[config.mk]
export PLATFORM = sky130hd
export DESIGN_NAME = mc_ctrl_flat
export DESIGN_NICKNAME = d
export VERILOG_FILES = /design/src/rtl/mc_ctrl_if.sv /design/src/rtl/mc_ctrl.sv /design/src/flat_wrapper.sv
export SDC_FILE = /design/constraint.sdc
export NUM_CORES = 1
export LEC_CHECK = 0
export BUFFER_PORTS_ARGS = -buffer_cell sky130_fd_sc_hd__buf_4
export CAP_MARGIN = 20
export CORE_AREA = 2 2 40 60
export DETAILED_ROUTE_END_ITERATION = 7
export DIE_AREA = 0 0 42 62
export GPL_TIMING_DRIVEN = 0
export PLACE_DENSITY = 0.72
export SYNTH_ARGS = -nofsm -noshare
export SYNTH_HDL_FRONTEND = slang
export SYNTH_SLANG_ARGS = --single-unit
[constraint.sdc]
create_clock -name clk -period 1.5 [get_ports clk]
set_input_delay 0.15 -clock clk [delete_from_list [all_inputs] [get_ports clk]]
set_output_delay 0.15 -clock clk [all_outputs]
set_load 0.1 [all_outputs]
[src/rtl/mc_ctrl_if.sv]
// Control bus between the multicycle controller and its datapath/memory port.
// The controller takes the master side; the datapath takes the slave side.
interface mc_ctrl_if;
  logic [31:0] instr;
  logic        zero;
  logic        mem_ready;
  logic        pcen;
  logic        iord;
  logic        memwrite;
  logic        irwrite;
  logic        regdst;
  logic        memtoreg;
  logic        regwrite;
  logic        alusrca;
  logic [1:0]  alusrcb;
  logic        zext;
  logic [1:0]  pcsrc;
  logic [5:0]  aluop;
  logic        illegal;
  logic [3:0]  state;

  modport master (
    input  instr, zero, mem_ready,
    output pcen, iord, memwrite, irwrite, regdst, memtoreg, regwrite,
           alusrca, alusrcb, zext, pcsrc, aluop, illegal, state
  );

  modport slave (
    output instr, zero, mem_ready,
    input  pcen, iord, memwrite, irwrite, regdst, memtoreg, regwrite,
           alusrca, alusrcb, zext, pcsrc, aluop, illegal, state
  );
endinterface

[src/rtl/mc_ctrl.sv]
// Multicycle MIPS control unit: a state register sequences fetch, decode,
// execute, memory and writeback over a shared memory port and single ALU.
// Outputs are decoded combinationally from the state register and instr.
module mc_ctrl (
  input  logic       clk,
  input  logic       rst,
  mc_ctrl_if.master  bus
);

  localparam logic [3:0] S_FETCH  = 4'd0;
  localparam logic [3:0] S_DECODE = 4'd1;
  localparam logic [3:0] S_MEMADR = 4'd2;
  localparam logic [3:0] S_MEMRD  = 4'd3;
  localparam logic [3:0] S_MEMWB  = 4'd4;
  localparam logic [3:0] S_MEMWR  = 4'd5;
  localparam logic [3:0] S_RTEXE  = 4'd6;
  localparam logic [3:0] S_IEXE   = 4'd7;
  localparam logic [3:0] S_ALUWB  = 4'd8;
  localparam logic [3:0] S_BRANCH = 4'd9;
  localparam logic [3:0] S_JUMP   = 4'd10;

  localparam logic [5:0] OP_RTYPE = 6'b000000;
  localparam logic [5:0] OP_J     = 6'b000010;
  localparam logic [5:0] OP_BEQ   = 6'b000100;
  localparam logic [5:0] OP_ADDI  = 6'b001000;
  localparam logic [5:0] OP_ANDI  = 6'b001100;
  localparam logic [5:0] OP_ORI   = 6'b001101;
  localparam logic [5:0] OP_XORI  = 6'b001110;
  localparam logic [5:0] OP_LUI   = 6'b001111;
  localparam logic [5:0] OP_LW    = 6'b100011;
  localparam logic [5:0] OP_SW    = 6'b101011;

  localparam logic [5:0] FN_AND   = 6'b100100;
  localparam logic [5:0] FN_OR    = 6'b100101;
  localparam logic [5:0] FN_XOR   = 6'b100110;
  localparam logic [5:0] FN_NOR   = 6'b100111;

  localparam logic [5:0] ALU_ADD  = 6'b000000;
  localparam logic [5:0] ALU_SUB  = 6'b000001;
  localparam logic [5:0] ALU_OR   = 6'b000100;
  localparam logic [5:0] ALU_NOR  = 6'b000101;
  localparam logic [5:0] ALU_XOR  = 6'b000110;
  localparam logic [5:0] ALU_LUI  = 6'b001010;
  localparam logic [5:0] ALU_AND  = 6'b010001;

  // R-type function code to ALU code; unsupported codes fall back to add
  function automatic logic [5:0] rt_aluop(input logic [5:0] funct);
    logic [5:0] code;
    case (funct)
      FN_AND:  code = ALU_AND;
      FN_OR:   code = ALU_OR;
      FN_XOR:  code = ALU_XOR;
      FN_NOR:  code = ALU_NOR;
      default: code = ALU_ADD;
    endcase
    return code;
  endfunction

  // Immediate opcode to ALU code
  function automatic logic [5:0] i_aluop(input logic [5:0] op);
    logic [5:0] code;
    case (op)
      OP_ANDI: code = ALU_AND;
      OP_ORI:  code = ALU_OR;
      OP_XORI: code = ALU_XOR;
      OP_LUI:  code = ALU_LUI;
      default: code = ALU_ADD;
    endcase
    return code;
  endfunction

  // Logical immediates zero-extend; addi and lui sign-extend
  function automatic logic i_zext(input logic [5:0] op);
    logic z;
    case (op)
      OP_ANDI, OP_ORI, OP_XORI: z = 1'b1;
      default:                  z = 1'b0;
    endcase
    return z;
  endfunction

  // Decode-stage dispatch target; FETCH marks an unsupported instruction
  function automatic logic [3:0] dispatch(input logic [5:0] op, input logic [5:0] funct);
    logic [3:0] tgt;
    case (op)
      OP_LW, OP_SW: tgt = S_MEMADR;
      OP_RTYPE: begin
        case (funct)
          FN_AND, FN_OR, FN_XOR, FN_NOR: tgt = S_RTEXE;
          default:                       tgt = S_FETCH;
        endcase
      end
      OP_BEQ:                                    tgt = S_BRANCH;
      OP_ADDI, OP_ANDI, OP_ORI, OP_XORI, OP_LUI: tgt = S_IEXE;
      OP_J:                                      tgt = S_JUMP;
      default:                                   tgt = S_FETCH;
    endcase
    return tgt;
  endfunction

  logic [3:0] state_r;
  logic [3:0] state_nxt_s;
  logic [5:0] op_s;
  logic [5:0] funct_s;
  logic [3:0] dispatch_s;
  logic       unused_instr_s;

  logic       pcwrite_s;
  logic       branch_s;
  logic       iord_s;
  logic       memwrite_s;
  logic       irwrite_s;
  logic       regdst_s;
  logic       memtoreg_s;
  logic       regwrite_s;
  logic       alusrca_s;
  logic [1:0] alusrcb_s;
  logic       zext_s;
  logic [1:0] pcsrc_s;
  logic [5:0] aluop_s;
  logic       illegal_s;

  assign op_s           = bus.instr[31:26];
  assign funct_s        = bus.instr[5:0];
  assign unused_instr_s = ^bus.instr[25:6];
  assign dispatch_s     = dispatch(op_s, funct_s);

  // Next-state selection, including memory-ready stalls
  always_comb begin
    state_nxt_s = S_FETCH;
    case (state_r)
      S_FETCH: begin
        if (bus.mem_ready) state_nxt_s = S_DECODE;
        else               state_nxt_s = S_FETCH;
      end
      S_DECODE: state_nxt_s = dispatch_s;
      S_MEMADR: begin
        if (op_s == OP_SW) state_nxt_s = S_MEMWR;
        else               state_nxt_s = S_MEMRD;
      end
      S_MEMRD: begin
        if (bus.mem_ready) state_nxt_s = S_MEMWB;
        else               state_nxt_s = S_MEMRD;
      end
      S_MEMWB: state_nxt_s = S_FETCH;
      S_MEMWR: begin
        if (bus.mem_ready) state_nxt_s = S_FETCH;
        else               state_nxt_s = S_MEMWR;
      end
      S_RTEXE:  state_nxt_s = S_ALUWB;
      S_IEXE:   state_nxt_s = S_ALUWB;
      S_ALUWB:  state_nxt_s = S_FETCH;
      S_BRANCH: state_nxt_s = S_FETCH;
      S_JUMP:   state_nxt_s = S_FETCH;
      default:  state_nxt_s = S_FETCH;
    endcase
  end

  // State register with synchronous reset back to FETCH
  always_ff @(posedge clk) begin
    if (rst) state_r <= S_FETCH;
    else     state_r <= state_nxt_s;
  end

  // Per-state datapath enables and selects
  always_comb begin
    pcwrite_s  = 1'b0;
    branch_s   = 1'b0;
    iord_s     = 1'b0;
    memwrite_s = 1'b0;
    irwrite_s  = 1'b0;
    regdst_s   = 1'b0;
    memtoreg_s = 1'b0;
    regwrite_s = 1'b0;
    alusrca_s  = 1'b0;
    alusrcb_s  = 2'b00;
    zext_s     = 1'b0;
    pcsrc_s    = 2'b00;
    aluop_s    = ALU_ADD;
    illegal_s  = 1'b0;
    case (state_r)
      S_FETCH: begin
        alusrcb_s = 2'b01;
        irwrite_s = bus.mem_ready;
        pcwrite_s = bus.mem_ready;
      end
      S_DECODE: begin
        alusrcb_s = 2'b11;
        illegal_s = (dispatch_s == S_FETCH);
      end
      S_MEMADR: begin
        alusrca_s = 1'b1;
        alusrcb_s = 2'b10;
      end
      S_MEMRD: iord_s = 1'b1;
      S_MEMWB: begin
        memtoreg_s = 1'b1;
        regwrite_s = 1'b1;
      end
      S_MEMWR: begin
        iord_s     = 1'b1;
        memwrite_s = 1'b1;
      end
      S_RTEXE: begin
        alusrca_s = 1'b1;
        aluop_s   = rt_aluop(funct_s);
      end
      S_IEXE: begin
        alusrca_s = 1'b1;
        alusrcb_s = 2'b10;
        aluop_s   = i_aluop(op_s);
        zext_s    = i_zext(op_s);
      end
      S_ALUWB: begin
        regdst_s   = (op_s == OP_RTYPE);
        regwrite_s = 1'b1;
      end
      S_BRANCH: begin
        alusrca_s = 1'b1;
        aluop_s   = ALU_SUB;
        pcsrc_s   = 2'b01;
        branch_s  = 1'b1;
      end
      S_JUMP: begin
        pcsrc_s   = 2'b10;
        pcwrite_s = 1'b1;
      end
      default: begin
        aluop_s = ALU_ADD;
      end
    endcase
  end

  // Reset suppresses every write enable so an abandoned instruction leaves no trace
  assign bus.pcen     = ~rst & (pcwrite_s | (branch_s & bus.zero));
  assign bus.memwrite = ~rst & memwrite_s;
  assign bus.irwrite  = ~rst & irwrite_s;
  assign bus.regwrite = ~rst & regwrite_s;
  assign bus.illegal  = ~rst & illegal_s;
  assign bus.iord     = iord_s;
  assign bus.regdst   = regdst_s;
  assign bus.memtoreg = memtoreg_s;
  assign bus.alusrca  = alusrca_s;
  assign bus.alusrcb  = alusrcb_s;
  assign bus.zext     = zext_s;
  assign bus.pcsrc    = pcsrc_s;
  assign bus.aluop    = aluop_s;
  assign bus.state    = state_r;

endmodule

[src/flat_wrapper.sv]
// flat-port wrapper written by rule: the top's interface ports become plain ports
module mc_ctrl_flat 
  (clk, rst, bus_instr, bus_zero, bus_mem_ready, bus_pcen, bus_iord, bus_memwrite, bus_irwrite, bus_regdst, bus_memtoreg, bus_regwrite, bus_alusrca, bus_alusrcb, bus_zext, bus_pcsrc, bus_aluop, bus_illegal, bus_state);
  mc_ctrl_if bus_i ();
  input  logic clk;
  input  logic rst;
  input wire logic [$bits(bus_i.instr)-1:0] bus_instr;
  input wire logic [$bits(bus_i.zero)-1:0] bus_zero;
  input wire logic [$bits(bus_i.mem_ready)-1:0] bus_mem_ready;
  output wire logic [$bits(bus_i.pcen)-1:0] bus_pcen;
  output wire logic [$bits(bus_i.iord)-1:0] bus_iord;
  output wire logic [$bits(bus_i.memwrite)-1:0] bus_memwrite;
  output wire logic [$bits(bus_i.irwrite)-1:0] bus_irwrite;
  output wire logic [$bits(bus_i.regdst)-1:0] bus_regdst;
  output wire logic [$bits(bus_i.memtoreg)-1:0] bus_memtoreg;
  output wire logic [$bits(bus_i.regwrite)-1:0] bus_regwrite;
  output wire logic [$bits(bus_i.alusrca)-1:0] bus_alusrca;
  output wire logic [$bits(bus_i.alusrcb)-1:0] bus_alusrcb;
  output wire logic [$bits(bus_i.zext)-1:0] bus_zext;
  output wire logic [$bits(bus_i.pcsrc)-1:0] bus_pcsrc;
  output wire logic [$bits(bus_i.aluop)-1:0] bus_aluop;
  output wire logic [$bits(bus_i.illegal)-1:0] bus_illegal;
  output wire logic [$bits(bus_i.state)-1:0] bus_state;
  assign bus_i.instr = bus_instr;
  assign bus_i.zero = bus_zero;
  assign bus_i.mem_ready = bus_mem_ready;
  assign bus_pcen = bus_i.pcen;
  assign bus_iord = bus_i.iord;
  assign bus_memwrite = bus_i.memwrite;
  assign bus_irwrite = bus_i.irwrite;
  assign bus_regdst = bus_i.regdst;
  assign bus_memtoreg = bus_i.memtoreg;
  assign bus_regwrite = bus_i.regwrite;
  assign bus_alusrca = bus_i.alusrca;
  assign bus_alusrcb = bus_i.alusrcb;
  assign bus_zext = bus_i.zext;
  assign bus_pcsrc = bus_i.pcsrc;
  assign bus_aluop = bus_i.aluop;
  assign bus_illegal = bus_i.illegal;
  assign bus_state = bus_i.state;
  mc_ctrl u_core (.clk(clk), .rst(rst), .bus(bus_i));
endmodule
==> metrics.csv, run 1 <==
stage;metric;value;unit
timing;Tmin final;2.073;ns
cells_and_area;Layout Cells excl Fill;189;
global_route;largest net degree at the start of global routing;11;
pwr;Pwr per Cell Area;331.5;nW/um2
synth;Synth area leaders;dfxtp_1 (12%), nand2b_1 (6.8%), nor3_1 (6.2%), nor2_1 (5.8%), nand2_1 (4.7%);
cells_and_area;max reg flops;4;
synth;syn_area_per_cell;6.643;um2
timing;final setup violation count;21;
worst_hold_path;Hold Crit Class;in2reg;
floorplan;die height;62;um
floorplan;die area;2604;um2
synth;FF+latch count, synth;4;
floorplan;Boundary Pins;60;
synth;share of flip-flops with an asynchronous set or reset;0;
drt;DRT iter0 DRCs;48;
timing;final setup TNS;-5.779;ns
cells_and_area;diode count;0;
cells_and_area;Final #Nets;204;
placement;PortBufs;35;
critical_path;Critical Path End Type;output pin;
synth;top-area cell type share of the netlist area;0.1243;
placement;GPL Wtd Cong;0.7834;
floorplan;Rows;21;
clocking;Max Root-Sink Buffers;2;
drt;vias per cell;6.127;
clocking;TritonCTS clock tree;yes;
timing;fin worst setup slack;-0.5734;ns
drt;iteration count of the initial detailed-routing pass;4;
global_route;vias in the first global route;1014;
floorplan;Chip Width;42;um
placement;Placement Setup Slack;-0.6139;ns
drt;met3 WL;303;um
timing;worst slew pin tran;0.5129;ns
timing;Achievable Freq;482.3;MHz
global_route;gr usage total;0.2609;
global_route;grt ovf;0;
drt;Wirelength per Cell;23.60;um
floorplan;core area;2128;um2
clocking;clock sinks;4;
clocking;Worst-Skew Late Latency;0.25;ns
critical_path;Crit Path Category;reg2out;
global_route;first-pass GRT wire length;4954;um
synth;warning count from the yosys run;0;
run_status;outcome;complete, but fails checks;
drt;max layer used;met4;
synth;synthesized area;644.4;um2
run;max_cap viols;0;
timing;final hold violations;0;
synth;syn nets;133;
timing;Final Skew;0.003861;ns
critical_path;Critical Path Fanout Max;2;
pwr;Pleak;0.0007298;uW
timing;unrepaired setup endpoints after global routing;yes;
placement;placed cell count;155;
floorplan;Initial Util;0.3028;
pwr;Max VDD drop;0.3611;mV
synth;sequential fraction of the synthesis area;0.1243;
critical_path;Critical Path RT;1.35;ns
clocking;hold buffer count at cts;0;
drt;total number of vias;1158;
cells_and_area;fraction of layout cells with a size suffix above 1;0.7349;
drt;final wirelength;4461;um
synth;Synth Instances;97;
timing;crit share post-route;1.382;
critical_path;CP Launch Type;register;
worst_hold_path;hold path cells;3;
run_status;violated checks;setup timing;
global_route;initial antenna violation count;0;
timing;Max-slew headroom;0.6554;
drt;met1 wire length;1472;um
synth;Main synth FF type;dfxtp_1;
drt;Post-DRT Antenna Nets;0;
clocking;CTS HTree Levels;1;
cells_and_area;synthesis-to-finish area growth;200.2;%
placement;DP Wirelength;1853;um
critical_path;Worst Reg-to-Reg Cells;9;
cells_and_area;filler cell count in the final layout;77;
drt;DRC violations left;0;
drt;wire length on met2;2329;um
clocking;Num CTS Buffers;3;
timing;Final Max Tran Viols;0;
synth;number of synthesized flops with an enable pin;0;
synth;Netlist cell types;38;
clocking;Reg clk slew, reported paths;0.03;ns
critical_path;Critical Path AT;1.92;ns
clocking;Root Buffer;clkbuf_4;
synth;post-synth top area cell;dfxtp_1;
[cells by family (layout without fill, tap and decap cells)]
logic type	after synthesis	in the layout	synth area share
xor gates and xnor gates	4	4	0.05438
other	1	1	0.005820
AOI/OAI and AO/OA	20	20	0.2194
adders and majority gates	1	1	0.01553
and+or+nand+nor	54	54	0.4758
DFF	4	4	0.1243
muxes	2	2	0.03107
buffers and inverters	11	80	0.07379
[metrics by stage]
stage	hold slack [ns]	power (uW)	cell area [um2]	utilization
after floorplan	0.3315	311.5	940.9	-
after global placement	0.5417	382.0	1232	0.5791
after detailed placement	0.5339	385.8	1232	0.5791
after CTS	0.2847	581.6	1679	0.7889
after global routing	0.3427	657.5	1934	0.9089
final	0.3426	641.3	1934	0.9089
[placed cells by master, fill, tap and decap left out, types with 3 or more instances in the layout]
| cell | count |
|---|---|
| nor3b_4 | 3 |
| buf_4 | 34 |
| nand2b_4 | 5 |
| clkbuf_16 | 3 |
| nand4b_1 | 3 |
| buf_12 | 19 |
| buf_6 | 14 |
| dfxtp_4 | 4 |
| nor3_4 | 5 |
| nand2_1 | 6 |
| clkbuf_4 | 3 |
| nor2_4 | 4 |
| nor2_1 | 6 |
[area by class of cell]
type                    count  area, um2  area share
repair buffers             67      795.8      0.4114
inverters                   2      7.507    0.003881
flip-flops and latches      4      95.09     0.04916
well taps                  23      28.78     0.01488
clock buffers               3      22.52     0.01164
plain buffers               8      116.4     0.06016
multi-input cells          82      868.3      0.4489
[worst max-delay path, stage by stage, from the launching register on]
cell	delay (ns)
dfxtp_4	0.33
nand2b_4	0.16
or4_4	0.49
or3_4	0.38
o31ai_4	0.09
buf_12	0.21
[what timing repair did]
action                                  in CTS  in global routing
endpoints found under the setup margin      19                 22
resized for setup                           78                 28
pin swaps                                   14                 11
setup buffers                               12                 20
cloned                                       0                  1
[per-layer routing]
metal	vias to the layer above	global-route usage
met2	87	0.5335
met3	34	0.02601
met4	0	0.1797
met5	-	0
li1	492	-
met1	545	0.2430
[path summary, 6_finish.rpt]
check / slack (ns) / from / to
max: -0.57 / u_core.bus.state[3] / bus_aluop[4]
min: 0.34 / rst / u_core.bus.state[3]
max reg2reg: -0.11 / u_core.bus.state[3] / u_core.bus.state[1]
min reg2reg: 0.79 / u_core.bus.state[0] / u_core.bus.state[3]
[synthesized netlist by cell type (all sizes together) (2+ instances only)]
library cell  instances
nor2                 10
nand4b                3
nand2b                7
clkbuf                6
dfxtp                 4
o22ai                 4
or3                   3
nor3b                 3
nor4                  2
buf                   3
nand2                 8
inv                   2
xnor2                 3
nor2b                 4
a21oi                 3
a32oi                 2
a21boi                2
mux2i                 2
nor3                  8
[where the power goes]
part           internal [uW]  switching (uW)
clock network           90.0            52.7
logic                    152             237
registers                105            5.50
total                    346             295
Power figures use the tool's default switching activity.
==> run 2, diff against run 1 <==
==> constraint.sdc (replaced) <==
create_clock -name clk -period 1.5 [get_ports clk]
set_input_delay 0.225 -clock clk [delete_from_list [all_inputs] [get_ports clk]]
set_output_delay 0.225 -clock clk [all_outputs]
set_load 0.1 [all_outputs]
==> metrics.csv, run 2 (synthesized netlist as in run 1, its figures left out) <==
stage;metric;value;unit
timing;unrepaired setup endpoints after global routing;yes;
worst_hold_path;Hold Crit Class;in2reg;
floorplan;Boundary Pins;60;
critical_path;CP Launch Type;register;
clocking;hold buffer count at cts;0;
cells_and_area;fraction of layout cells with a size suffix above 1;0.7143;
pwr;Power Total;612.2;uW
cells_and_area;Layout Utilization;0.8795;
floorplan;Initial Util;0.3028;
critical_path;crit-path max cell delay;0.45;ns
drt;Post-DRT Antenna Nets;0;
critical_path;worst path cell trace;nand4_1 -> or4_4 -> or3_4 -> o31ai_4 -> buf_12;
clocking;clock sinks;4;
timing;final setup TNS;-6.099;ns
timing;final hold violations;0;
timing;Achievable Freq;472.7;MHz
critical_path;delay-heaviest family, CP;simple AND/OR/NAND/NOR gates;
cells_and_area;commonest cells after routing, fill and taps aside;buf_4 (32), buf_12 (18), buf_6 (12);
placement;GPL Wtd Cong;0.7969;
pwr;Pleak;0.0007063;uW
pwr;Max VDD drop;0.4170;mV
floorplan;core area;2128;um2
pwr;Pwr per Cell Area;327.0;nW/um2
clocking;TritonCTS clock tree;yes;
drt;final wirelength;3822;um
drt;total number of vias;1080;
drt;Wirelength per Cell;20.77;um
cells_and_area;filler cell count in the final layout;93;
global_route;gr usage total;0.2390;
clocking;Root Buffer;clkbuf_4;
clocking;Num CTS Buffers;3;
drt;DRT iter0 DRCs;53;
cells_and_area;synthesis-to-finish area growth;190.5;%
clocking;Reg clk slew, reported paths;0.03;ns
critical_path;Critical Path RT;1.27;ns
cells_and_area;commonest non-fill, non-tap cell in the layout;buf_4;
clocking;Worst-Skew Late Latency;0.23;ns
critical_path;Critical Path Fanout Max;7;
timing;fin worst setup slack;-0.6155;ns
cells_and_area;diode count;0;
timing;Final Max Tran Viols;0;
global_route;initial antenna violation count;0;
critical_path;CP max-delay cell;or4_4;
cells_and_area;Final #Nets;199;
timing;final setup violation count;20;
critical_path;Crit Path Category;reg2out;
critical_path;Bufs and invs on worst path;1;
floorplan;Chip Width;42;um
placement;PortBufs;35;
drt;DRC violations left;0;
global_route;first-pass GRT wire length;4643;um
floorplan;die height;62;um
timing;Tmin final;2.115;ns
run_status;outcome;complete, but fails checks;
timing;Max-slew headroom;0.5630;
floorplan;die area;2604;um2
drt;iteration count of the initial detailed-routing pass;4;
cells_and_area;cell area after layout;1872;um2
clocking;Max Root-Sink Buffers;2;
timing;crit share post-route;1.410;
floorplan;Rows;21;
timing;Final Skew;0.0009357;ns
critical_path;Critical Path AT;1.89;ns
cells_and_area;max reg flops;4;
clocking;CTS HTree Levels;1;
run;max_cap viols;0;
global_route;largest net degree at the start of global routing;11;
placement;DP Wirelength;1835;um
drt;vias per cell;5.870;
global_route;vias in the first global route;972;
global_route;grt ovf;0;
timing;WHS;0.4113;ns
placement;Cell Area, Placed;1236;um2
critical_path;Critical Path End Type;output pin;
timing;worst slew pin tran;0.6495;ns
run_status;violated checks;setup timing;
-- run 2: what timing repair did --
action	4_1_cts	5_1_grt
resized for setup	81	13
cloned	0	1
pin swaps	17	11
setup buffers	14	13
setup endpoints to repair	19	23
-- run 2: per-stage QoR --
| stage | worst slack, ns | instances |
|---|---|---|
| after floorplan | -0.8326 | 97 |
| after global placement | -0.6676 | 155 |
| after detailed placement | -0.6921 | 155 |
| after CTS | -0.6502 | 171 |
| after global routing | -0.6351 | 184 |
| final | -0.6155 | 184 |
-- run 2: final cells by class --
class,instances,area [um2],area share
Sequential cell,4,95.09,0.05080
Clock buffer,3,22.52,0.01203
Multi-Input combinational cell,82,852.1,0.4552
Tap cell,23,28.78,0.01537
Timing Repair Buffer,62,743.2,0.3971
Inverter,2,7.507,0.004011
Buffer,8,122.6,0.06551
-- run 2: worst paths after layout --
check / from / end / slack, ns / depth (start not counted)
hold reg to reg: u_core.bus.state[0] / u_core.bus.state[1] / 0.78 / 4
setup / recovery: u_core.bus.state[0] / bus_aluop[4] / -0.62 / 5
setup reg to reg: u_core.bus.state[3] / u_core.bus.state[0] / -0.14 / 9
hold / removal: bus_instr[30] / u_core.bus.state[0] / 0.41 / 3
-- run 2: worst register-to-register path: cells and delay by family, from the launching register on --
family,cells,cell delay [ns]
flops,1,0.33
buf+inv,5,0.69
compound gates,1,0.15
simple gates,3,0.40
-- run 2: power by group --
part | switching (uW) | leakage [uW] | internal [uW]
logic | 226 | 0.000657 | 149
clock network | 37.3 | 0.0000138 | 89.0
registers | 6.25 | 0.0000355 | 105
-- run 2: layer usage --
| metal | up-vias | routed length (um) | global-route usage |
|---|---|---|---|
| met5 | - | 0 | 0 |
| met4 | 0 | 194 | 0.1521 |
| met3 | 18 | 206 | 0.02601 |
| met2 | 71 | 2067 | 0.4375 |
| met1 | 506 | 1354 | 0.2661 |
| li1 | 485 | - | - |
